<file path="config.mk">
export PLATFORM = sky130hd
export DESIGN_NAME = ifetch_ctrl_rv32i
export DESIGN_NICKNAME = d
export VERILOG_FILES = /design/src/rtl/ifetch_ctrl_rv32i.sv
export SDC_FILE = /design/constraint.sdc
export NUM_CORES = 1
export LEC_CHECK = 0
export ABC_AREA = 0
export BUFFER_PORTS_ARGS = -buffer_cell sky130_fd_sc_hd__buf_2
export CAP_MARGIN = 20
export CELL_PAD_IN_SITES_DETAIL_PLACEMENT = 0
export CELL_PAD_IN_SITES_GLOBAL_PLACEMENT = 2
export CORE_MARGIN = 2
export CORE_UTILIZATION = 30
export CTS_BUF_LIST = sky130_fd_sc_hd__clkbuf_16
export DETAILED_ROUTE_END_ITERATION = 10
export GPL_ROUTABILITY_DRIVEN = 0
export GPL_TIMING_DRIVEN = 0
export PLACE_DENSITY_LB_ADDON = 0.1
export SYNTH_ARGS = -nofsm -noshare
export SYNTH_HDL_FRONTEND = slang
export SYNTH_SLANG_ARGS = --single-unit
</file>
<file path="constraint.sdc">
create_clock -name clock -period 3.75 [get_ports clock]
set_input_delay 0.1875 -clock clock [delete_from_list [all_inputs] [get_ports clock]]
set_output_delay 0.1875 -clock clock [all_outputs]
set_load 0.02 [all_outputs]
</file>
<file path="src/rtl/ifetch_ctrl_rv32i.sv">
// ============================================================================
// ifetch_ctrl_rv32i : RV32I fetch sequencer for a 1-cycle-latency instruction
// ROM, with valid/ready output, redirects, EBREAK halt and error flags.
// Revision 1.0
// ============================================================================
`default_nettype none

module ifetch_ctrl_rv32i #(
    parameter logic [31:0] RESET_PC     = 32'h0000_0000,
    parameter int          ROM_WORDS    = 32,
    parameter logic [31:0] NOP_INSTR    = 32'h0000_0013,
    parameter logic [31:0] EBREAK_INSTR = 32'h0010_0073
) (
    input  logic        clock,
    input  logic        reset,
    output logic [31:0] rom_addr,
    input  logic [31:0] rom_instr,
    input  logic        redirect_valid,
    input  logic [31:0] redirect_pc,
    input  logic        out_ready,
    output logic        out_valid,
    output logic [31:0] out_instr,
    output logic [31:0] out_pc,
    output logic        halted,
    output logic        err_misaligned,
    output logic        err_range,
    output logic [31:0] fetch_count
);

    localparam logic [31:0] c_ROM_BYTES = 32'(4 * ROM_WORDS);

    typedef enum logic [0:0] {
        ST_RUN  = 1'b0,
        ST_HALT = 1'b1
    } state_t;

    state_t      r_state;
    state_t      w_state_nxt;
    logic [31:0] r_fetch_pc;
    logic [31:0] w_fetch_pc_nxt;
    logic [31:0] r_resp_pc;
    logic [31:0] w_resp_pc_nxt;
    logic        r_resp_vld;
    logic        w_resp_vld_nxt;
    logic        r_err_mis;
    logic        w_err_mis_nxt;
    logic        r_err_rng;
    logic        w_err_rng_nxt;
    logic [31:0] r_fetch_count;
    logic [31:0] w_fetch_count_nxt;

    logic [31:0] w_tgt;
    logic        w_stall;
    logic        w_accept;

    assign w_tgt    = {redirect_pc[31:2], 2'b00};
    assign w_stall  = r_resp_vld && !out_ready;
    assign w_accept = r_resp_vld && out_ready;

    // Stall and halt replay the displayed word so the ROM keeps out_instr stable.
    always_comb begin
        rom_addr = r_fetch_pc;
        if (reset) begin
            rom_addr = RESET_PC;
        end else if (redirect_valid) begin
            rom_addr = w_tgt;
        end else if (w_stall || (r_state == ST_HALT)) begin
            rom_addr = r_resp_pc;
        end
    end

    assign out_valid      = r_resp_vld;
    assign out_instr      = r_resp_vld ? rom_instr : NOP_INSTR;
    assign out_pc         = r_resp_pc;
    assign halted         = (r_state == ST_HALT);
    assign err_misaligned = r_err_mis;
    assign err_range      = r_err_rng;
    assign fetch_count    = r_fetch_count;

    always_comb begin
        w_state_nxt       = r_state;
        w_fetch_pc_nxt    = r_fetch_pc;
        w_resp_pc_nxt     = r_resp_pc;
        w_resp_vld_nxt    = r_resp_vld;
        w_err_mis_nxt     = r_err_mis;
        w_err_rng_nxt     = r_err_rng || (rom_addr >= c_ROM_BYTES);
        w_fetch_count_nxt = r_fetch_count;

        if (w_accept && !redirect_valid) begin
            w_fetch_count_nxt = r_fetch_count + 32'd1;
        end

        if (redirect_valid) begin
            // The displayed instruction is squashed; the target shows next cycle.
            w_resp_pc_nxt  = w_tgt;
            w_resp_vld_nxt = 1'b1;
            w_fetch_pc_nxt = w_tgt + 32'd4;
            w_state_nxt    = ST_RUN;
            if (redirect_pc[1:0] != 2'b00) begin
                w_err_mis_nxt = 1'b1;
            end
        end else if (w_stall) begin
            w_resp_vld_nxt = r_resp_vld;
        end else if (r_state == ST_RUN) begin
            if (w_accept && (out_instr == EBREAK_INSTR)) begin
                w_state_nxt    = ST_HALT;
                w_resp_vld_nxt = 1'b0;
            end else begin
                w_resp_pc_nxt  = r_fetch_pc;
                w_resp_vld_nxt = 1'b1;
                w_fetch_pc_nxt = r_fetch_pc + 32'd4;
            end
        end else begin
            w_resp_vld_nxt = 1'b0;
        end
    end

    always_ff @(posedge clock or posedge reset) begin
        if (reset) begin
            r_state       <= ST_RUN;
            r_fetch_pc    <= RESET_PC;
            r_resp_pc     <= RESET_PC;
            r_resp_vld    <= 1'b0;
            r_err_mis     <= 1'b0;
            r_err_rng     <= 1'b0;
            r_fetch_count <= 32'd0;
        end else begin
            r_state       <= w_state_nxt;
            r_fetch_pc    <= w_fetch_pc_nxt;
            r_resp_pc     <= w_resp_pc_nxt;
            r_resp_vld    <= w_resp_vld_nxt;
            r_err_mis     <= w_err_mis_nxt;
            r_err_rng     <= w_err_rng_nxt;
            r_fetch_count <= w_fetch_count_nxt;
        end
    end

endmodule

`default_nettype wire

</file>
Word level (Yosys, flattened, before mapping):

Index checks and enable logic that the tools add are counted.

* input port bits: 68
* output and inout bits: 132
* word-level logic and storage cells: 46
* flip-flop bits (word level): 100

* magnitude comparators: 1
* add/sub/neg operators: 3
* equal/unequal tests: 4
* reductions and logical operators: 11
* muxes and demuxes: 20

Operators by type and width (number)
* $mux W32: 12
* $add A32 B3 Y32 const B: 2
* $add A32 B1 Y32 const B: 1
* $eq A32 B21 Y1 const B: 1
* $ge A32 B8 Y1 const B: 1
* $mux W1: 8
* $ne A2 B2 Y1 const B: 3
* $logic_and A1 B1 Y1: 4
* $reduce_and A3 Y1: 1
* $logic_not A1 Y1: 2
* $logic_or A1 B1 Y1: 2
* $reduce_and A2 Y1: 1
* $reduce_bool A2 Y1: 1

Depth between registers and ports, before layout:

Gate-level depths: netlist (run 1).

* depth in word-level cells: 8
* mapped depth: 15
* depth with buffers taken out: 10

Worst setup path after synthesis (run 1):

No wires, ideal clock.

* kind: input to register
* from: input redirect_valid
* to: register r_fetch_pc[28]
* library setup time: 0.104 ns
* stages: 15
* path slack: 0.421 ns
* data arrival time: 3.225 ns
* path through: buf_6 buf_8 inv_1 clkbuf_1 clkbuf_1 clkbuf_1 nand2_1 nand2_1 ha_1 nand4b_1 a22oi_2 nand4_1 nor4b_1 a211oi_1 a221oi_1

* word-level cells in the longest chain between the ends: 2
* elaborated cells on any way between the ends: 5

Ends and longest elaborated chain
* start: declaration: line 18 `input logic redirect_valid,`
* $ne A2 B2 Y1 (no source line)
* $reduce_and A3 Y1 (no source line)
* end signal: assignment: line 129 `r_fetch_pc <= w_fetch_pc_nxt;`
* end: declaration: line 39 `logic [31:0] r_fetch_pc;`

Parallel ways exist; a longest one is shown, timed or not.
A chain may end at the register's enable or synchronous reset.

Final worst setup path (run 1):

* from: register r_resp_vld (netlist: out_valid)
* to: output rom_addr[22]

* word-level cells in the longest chain between the ends: 5

Ends and longest elaborated chain
* start: declaration: line 43 `logic r_resp_vld;`
* start signal: assignment: line 131 `r_resp_vld <= w_resp_vld_nxt;`
* $logic_and A1 B1 Y1: line 57 `assign w_stall = r_resp_vld && !out_ready;`
* $logic_or A1 B1 Y1: line 67 `end else if (w_stall || (r_state == ST_HALT)) begin`
* $mux W32: line 67
* $mux W32: line 65 `end else if (redirect_valid) begin`
* $mux W32: line 63 `if (reset) begin`
* end: declaration: line 16 `output logic [31:0] rom_addr,`

Every way passes these cells.

==> results of run 1 <==
routing by layer:
layer  up-vias  track usage  wire [um]
met5         -            0          0
met4         0       0.0706        586
met1      3241        0.327      12300
li1       3133            -          -
met2       218        0.402      12800
met3        33       0.0348       1370
power by group through the flow:
stage | sequential [mW] | combinational (mW) | clock, mW
3_5_place_dp | 1.31 | 0.863 | 0
6_report | 1.29 | 0.860 | 0.955
3_3_place_gp | 1.31 | 0.857 | 0
4_1_cts | 1.29 | 0.866 | 0.976
2_1_floorplan | 1.35 | 0.456 | 0
5_1_grt | 1.31 | 0.941 | 1.01
worst max-delay path: stages, from the launching register on:
cell and delay [ps]:
dfrtp_1 390, buf_2 190, nor2b_1 150, clkbuf_1 300
nor2_2 530, buf_2 390, clkbuf_2 360, nand2_1 90
a311oi_1 330, buf_2 230
flip-flops by register name (all words and copies together) (netlist names):
register	cells
out_pc	30
halted	1
fetch_count	32
err_range	1
err_misaligned	1
r_fetch_pc	30
out_valid	1
repair_timing:
| action | 4_1_cts | 5_1_grt |
|---|---|---|
| setup endpoints to repair | 22 | 11 |
| pin swaps | 1 | 0 |
| buffers inserted | 2 | 0 |
| gates resized for setup | 4 | 1 |
cell families after synthesis:
logic type / count (synthesis)
buffers and inverters: 58
adders and majority gates: 2
other: 1
and+or+nand+nor: 378
xor gates and xnor gates: 85
DFF: 96
AOI/OAI and AO/OA: 114
muxes: 30
cell type report:
class	instances	area [sq um]	area share
clock inverters	7	63.8	0.00787
repair buffers	197	1010	0.125
multi-input cells	613	3790	0.467
plain buffers	47	236	0.0292
clock buffers	9	225	0.0278
flip-flops and latches	96	2400	0.296
well taps	275	344	0.0424
inverters	8	36.3	0.00448
stage by stage:
| step | util | power, mW |
|---|---|---|
| after floorplan | - | 1.80 |
| after global placement | 0.369 | 2.16 |
| after detailed placement | 0.370 | 2.17 |
| after CTS | 0.385 | 3.13 |
| after global routing | 0.384 | 3.26 |
| final | 0.384 | 3.10 |
worst max path at each step:
| stage | to | slack [ps] | cells after the start |
|---|---|---|---|
| final | rom_addr[22] | 230 | 9 |
| after global routing | rom_addr[22] | 70 | 8 |
| after CTS | rom_addr[22] | 10 | 9 |
| after detailed placement | r_fetch_pc[28] | -1380 | 15 |
| after global placement | fetch_count[29] | -1540 | 4 |
| after floorplan | r_fetch_pc[28] | 420 | 15 |
synthesized netlist by cell type, types with 3 or more instances:
cell type	n	area, sq um
buf_1	4	15.0
a22oi_1	3	22.5
and4_1	4	35.0
buf_2	6	30.0
and3_1	6	37.5
dfrtp_1	96	2400
nand2_1	138	518
a21oi_1	21	105
buf_4	8	60.1
nor2_1	73	274
a31oi_1	27	169
mux2i_1	26	260
and2_1	30	188
nand4_1	21	131
o21ai_0	15	75.1
nor4_1	12	75.1
nand2b_1	6	37.5
nand4b_1	6	52.6
nor3_1	17	85.1
a311oi_1	24	210
a222oi_1	4	40.0
xor2_1	24	210
nor3b_1	3	22.5
nor4b_1	3	26.3
mux2_2	4	45.0
or4_1	3	22.5
a211oi_1	4	30.0
nor2b_1	3	18.8
clkbuf_1	30	113
inv_1	8	30.0
nand3b_1	9	67.6
nand3_1	34	170
xnor2_1	61	534
==> reports/metrics.yaml, run 1 <==
period_minus_slack_ps: 3520
tritoncts: "built"
detailed_place.area_sq_um: 7800
dp.cells: 1237
dr.first_iter.drc_count: 501
critPathLaunch: "out_valid"
worstReg2RegEnd: "r_fetch_pc[8]"
initial_utilization: 0.306
hold_buffers: 0
outcome: "completed"
worst_setup_path_start_kind: "flop"
timing.reg2reg.worst_path_depth: 8
synth_simple_gate_area_frac: 0.291
worstMarginPinSlew_ps: 911
critPathMaxFanout: 10
syn_area_sq_um: 6450
full_die_area_sq_um: 22700
pwr_density_cell_nw_per_um2: 383
whs_path_depth: 3
firstDrtPassIters: 5
ir_drop_v: 0.000220
internal_power_mw: 1.91
synth_sequential_area_ratio: 0.373
post_synth_xor_area_fraction: 0.115
stdcell_area_sq_um: 8110
synth.mux.area_fraction: 0.0473
stdcell_count: 1252
synth-seq-cells: 96
area_delta_synth_final_pct: 25.7
track_usage: 0.242
grt_pass1_vias: 6484
global_route_wire_length_before_repair_mm: 40.8
dp.final_hpwl_mm: 20.2
avgRoutedWirePerCell_um: 21.6
final.setup.worst_slack_ps: 233
finalSetupViolations: 0
clock_insertion_delay_worst_skew_ps: 370
route.detailed.drc: 0
fp.dieW_um: 151
hold_class: "in2reg"
timing_worst_setup_path_type: "reg2out"
synthFlopType: "dfrtp_1"
netlist_cell_types: 59
fmaxAchievable_mhz: 284
r2r_start: "out_valid"
slew_viol_final: 0
clkSinkCount: 96
setup_tns_ps: 0
via_per_inst: 5.29
routed-via-count: 6625
grt_remaining_overflow: 0
numPortBuffers: 194
cp_data_arrival_time_ps: 3330
fp-row-count: 53
layout_worst_path_cycle_share: 0.938
clkPwrFrac: 0.308
synth-edff-count: 0
fraction_of_layout_cells_with_a_size_suffix_above_1: 0.255
layout.cells.most_common_list: "201 x buf_2, 138 x nand2_1, 96 x dfrtp_1"
most_frequent_standard_cell_in_the_layout_excluding_fill_and_tap_cells: "buf_2"
cts_inserted_buffers: 9
slew-limit-headroom: 0.393
fp.coreArea_sq_um: 21100
grt_start_max_net_pins: 67
num_antenna_cells: 0
timing.hold.worst_endpoint: "err_misaligned"
finalHoldViolations: 0
synth-warning-count: 0
postSynth.asyncResetShare: 1.00
antenna_found_initial: 0
hp-start: "redirect_pc[0]"
share_seq_of_total_power: 0.415
clockBufferDepth: 2
switching_fraction_of_total_power: 0.384
fp.dieH_um: 151
layout.filler_cells: 2248
syn_area_per_cell_sq_um: 8.44
r2r_setup_slack_ps: 570
placement.setup.worst_slack_ps: -1380
detail-route-antenna-nets: 0
post_synth_inst_count: 764
combinationalPowerShare: 0.277
cts_root_buffer: "clkbuf_16"
final.hold.worst_slack_ps: 55.3
synth_adder_area_share: 0.00388
unrepaired_setup_endpoints_after_global_routing: "false"
clock-skew-final_ps: 8.97
critPathRequiredTime_ps: 3560
synth_compound_area_frac: 0.127
max_cap_violations: 0
io_pins: 200
synth_top_family_by_area: "simple AND/OR/NAND/NOR gates"
power_leakage_nw: 3.64
clk_pin_slew_worst_paths_ps: 80
nets: 1042
postRouteWirelength_mm: 27.0
worstSetupEndpointType: "output port"
h-tree-depth: 3
power.net_switching_mw: 1.19
Power figures use the tool's default switching activity.
==> run 2, diff against run 1 <==
--- a/config.mk
+++ b/config.mk
@@ -5,13 +5,13 @@
 export SDC_FILE = /design/constraint.sdc
 export NUM_CORES = 1
 export LEC_CHECK = 0
-export ABC_AREA = 0
+export ABC_AREA = 1
 export BUFFER_PORTS_ARGS = -buffer_cell sky130_fd_sc_hd__buf_2
 export CAP_MARGIN = 20
 export CELL_PAD_IN_SITES_DETAIL_PLACEMENT = 0
 export CELL_PAD_IN_SITES_GLOBAL_PLACEMENT = 2
 export CORE_MARGIN = 2
-export CORE_UTILIZATION = 30
+export CORE_UTILIZATION = 27
 export CTS_BUF_LIST = sky130_fd_sc_hd__clkbuf_16
 export DETAILED_ROUTE_END_ITERATION = 10
 export GPL_ROUTABILITY_DRIVEN = 0
==> run 2 against run 1 <==
  * Total power up 3.7%
  * Synthesized area rose by 8.4%
  * Clock power fell by 2.4%
  * Via count increased by 10%
  * Cell area increased by 7.3%
  * Clock skew up 8.2 ps
  * Non-clock buffer count fell by 6
  * Register-to-register slack better by 760 ps
  * Sequential cell count stayed put
  * Critical path depth unchanged
==> reports/metrics.yaml, run 2 <==
cts_inserted_buffers: 9
nets: 1380
layout_worst_path_cycle_share: 0.731
fraction_of_layout_cells_with_a_size_suffix_above_1: 0.218
numPortBuffers: 194
fp.dieH_um: 165
synth_sequential_area_ratio: 0.344
worstMarginPinSlew_ps: 780
dp.cells: 1629
r2r_start: "out_valid"
layout.filler_cells: 2914
yosys.area.top_type: "dfrtp_1"
area_delta_synth_final_pct: 24.4
avgRoutedWirePerCell_um: 16.9
post_cts.resized_instances: 0
routed-via-count: 7311
dr.first_iter.drc_count: 412
firstDrtPassIters: 4
dp.final_hpwl_mm: 21.7
synth_top_family_by_area: "simple AND/OR/NAND/NOR gates"
critPathMaxFanout: 10
global_route_wire_length_before_repair_mm: 42.7
critPathRequiredTime_ps: 3560
max_reg_flops: 32
fmaxAchievable_mhz: 365
worstSetupEndpointType: "output port"
ys_top_cells_by_area: "dfrtp_1 34%, nand2_1 24%, inv_1 8.2%"
fp-row-count: 58
h-tree-depth: 3
r2r_setup_slack_ps: 1330
unrepaired_setup_endpoints_after_global_routing: "false"
fp.coreArea_sq_um: 25300
critPathTopFamily: "buffers and inverters"
synth-seq-cells: 96
power_leakage_nw: 4.87
max_cap_violations: 0
synth_simple_gate_area_frac: 0.399
finalHoldViolations: 0
synth-warning-count: 0
timing_worst_setup_path_type: "reg2out"
postRouteWirelength_mm: 27.7
setup_tns_ps: 0
via_per_inst: 4.44
stdcell_area_sq_um: 8700
cts_root_buffer: "clkbuf_16"
io_pins: 200
layout.cells.most_common_list: "456 x nand2_1, 201 x buf_2, 153 x inv_1"
worst_path_max_delay_cell: "a21oi_1"
cp_data_arrival_time_ps: 2550
slew_viol_final: 0
grt_start_max_net_pins: 59
worst_setup_path_start_kind: "flop"
synth.mux.area_fraction: 0
synth_compound_area_frac: 0.0705
clk_pin_slew_worst_paths_ps: 80
critPathMaxStageDelay_ps: 410
syn_area_sq_um: 6990
whs_path_depth: 3
worstReg2RegEnd: "err_range"
timing.critical_path.buf_inv: 4
post_synth_xor_area_fraction: 0.0539
synth_top_cell_area_share: 0.344
p_total_mw: 3.22
synth_adder_area_share: 0.00358
synth_commonest_cells: "456 x nand2_1, 153 x inv_1, 100 x nor2_1"
clockBufferDepth: 2
fp.dieW_um: 165
hold_buffers: 0
final.hold.worst_slack_ps: 82.1
clock-skew-final_ps: 17.2
grt_remaining_overflow: 0
outcome: "completed"
synthFlopType: "dfrtp_1"
antenna_found_initial: 2
netlist_cell_types: 39
timing.hold.worst_endpoint: "err_misaligned"
postSynth.asyncResetShare: 1.00
period_minus_slack_ps: 2740
met3WireLength_mm: 1.34
route.detailed.drc: 0
cp_cell_sequence: "buf_6 -> buf_4 -> nand2_2 -> nand2_2 -> buf_4 -> nand2_1 -> nand3_1 -> a21oi_1 -> buf_2"
clkSinkCount: 96
wl_met1_mm: 12.6
post_synth_inst_count: 1101
tritoncts: "built"
final.setup.worst_slack_ps: 1010
ir_drop_v: 0.000243
synth-edff-count: 0
full_die_area_sq_um: 27200
postCtsSetupRepairBufs: 0
timing.reg2reg.worst_path_depth: 14
syn_area_per_cell_sq_um: 6.35
layout.core_utilization: 0.343
finalSetupViolations: 0
detail-route-antenna-nets: 0
num_antenna_cells: 0
pwr_density_cell_nw_per_um2: 370
grt_pass1_vias: 7235
stdcell_count: 1645
most_frequent_standard_cell_in_the_layout_excluding_fill_and_tap_cells: "nand2_1"
routed-wl-met2_mm: 13.3
initial_utilization: 0.276
highest-signal-layer: "met5"
slew-limit-headroom: 0.480
detailed_place.area_sq_um: 8420
placement.setup.worst_slack_ps: 1360
hp-start: "redirect_pc[0]"
hold_class: "in2reg"
track_usage: 0.211
clock_insertion_delay_worst_skew_ps: 370
yosysMostFrequentCell: "nand2_1"
-- run 2: cell count changes after synthesis, sizes merged, moves of 20 or more --
| cell | before | now |
|---|---|---|
| nand2 | 138 | 462 |
| and2 | 30 | 1 |
| nand3 | 34 | 70 |
| mux2i | 26 | 0 |
| a311oi | 24 | 1 |
| nor2 | 73 | 115 |
| inv | 8 | 157 |
| clkbuf | 30 | 10 |
| o21ai | 15 | 62 |
| a31oi | 27 | 0 |
| xnor2 | 61 | 6 |
-- run 2: logic make-up after synthesis --
logic type,after synthesis
and+or+nand+nor,677
AOI/OAI and AO/OA,81
xor gates and xnor gates,43
other,1
buffers and inverters,201
DFF,96
adders and majority gates,2
-- run 2: worst register-to-register path, cell delays in order (launching register included) --
cell	delay (ps)
dfrtp_1	370
buf_6	140
buf_4	190
nand2_2	150
nand2_2	260
buf_4	310
nand2_1	90
nand3_1	70
nand2_1	90
nand2_1	130
nand2_1	70
nor2_1	80
nand2_1	60
nor2_1	230
nand2_1	90
-- run 2: how the worst max path moves through the flow --
stage,startpoint,endpoint,slack (ps),cells after the start
final,out_valid,rom_addr[27],1010,9
after global routing,out_valid,rom_addr[27],870,9
after CTS,out_valid,rom_addr[27],970,9
after detailed placement,out_valid,err_range,1360,14
after global placement,reset,err_range,-2400,9
after floorplan,reset,err_misaligned,130,2
-- run 2: routing by layer --
layer	track usage	vias to the layer above
li1	-	3773
met1	0.272	3341
met2	0.364	161
met3	0.0424	32
met4	0.0451	4
met5	0	-
-- run 2: where the power goes --
group	switching, mW	internal, mW
registers	0.129	1.17
logic	0.675	0.316
clock network	0.474	0.458
-- run 2: area by class of cell --
class | count | area, sq um | area share
clock buffers | 9 | 225 | 0.0259
well taps | 330 | 413 | 0.0475
repair buffers | 195 | 998 | 0.115
inverters | 158 | 593 | 0.0682
flip-flops and latches | 96 | 2400 | 0.276
plain buffers | 43 | 317 | 0.0364
clock inverters | 7 | 52.6 | 0.00604
multi-input cells | 807 | 3690 | 0.425
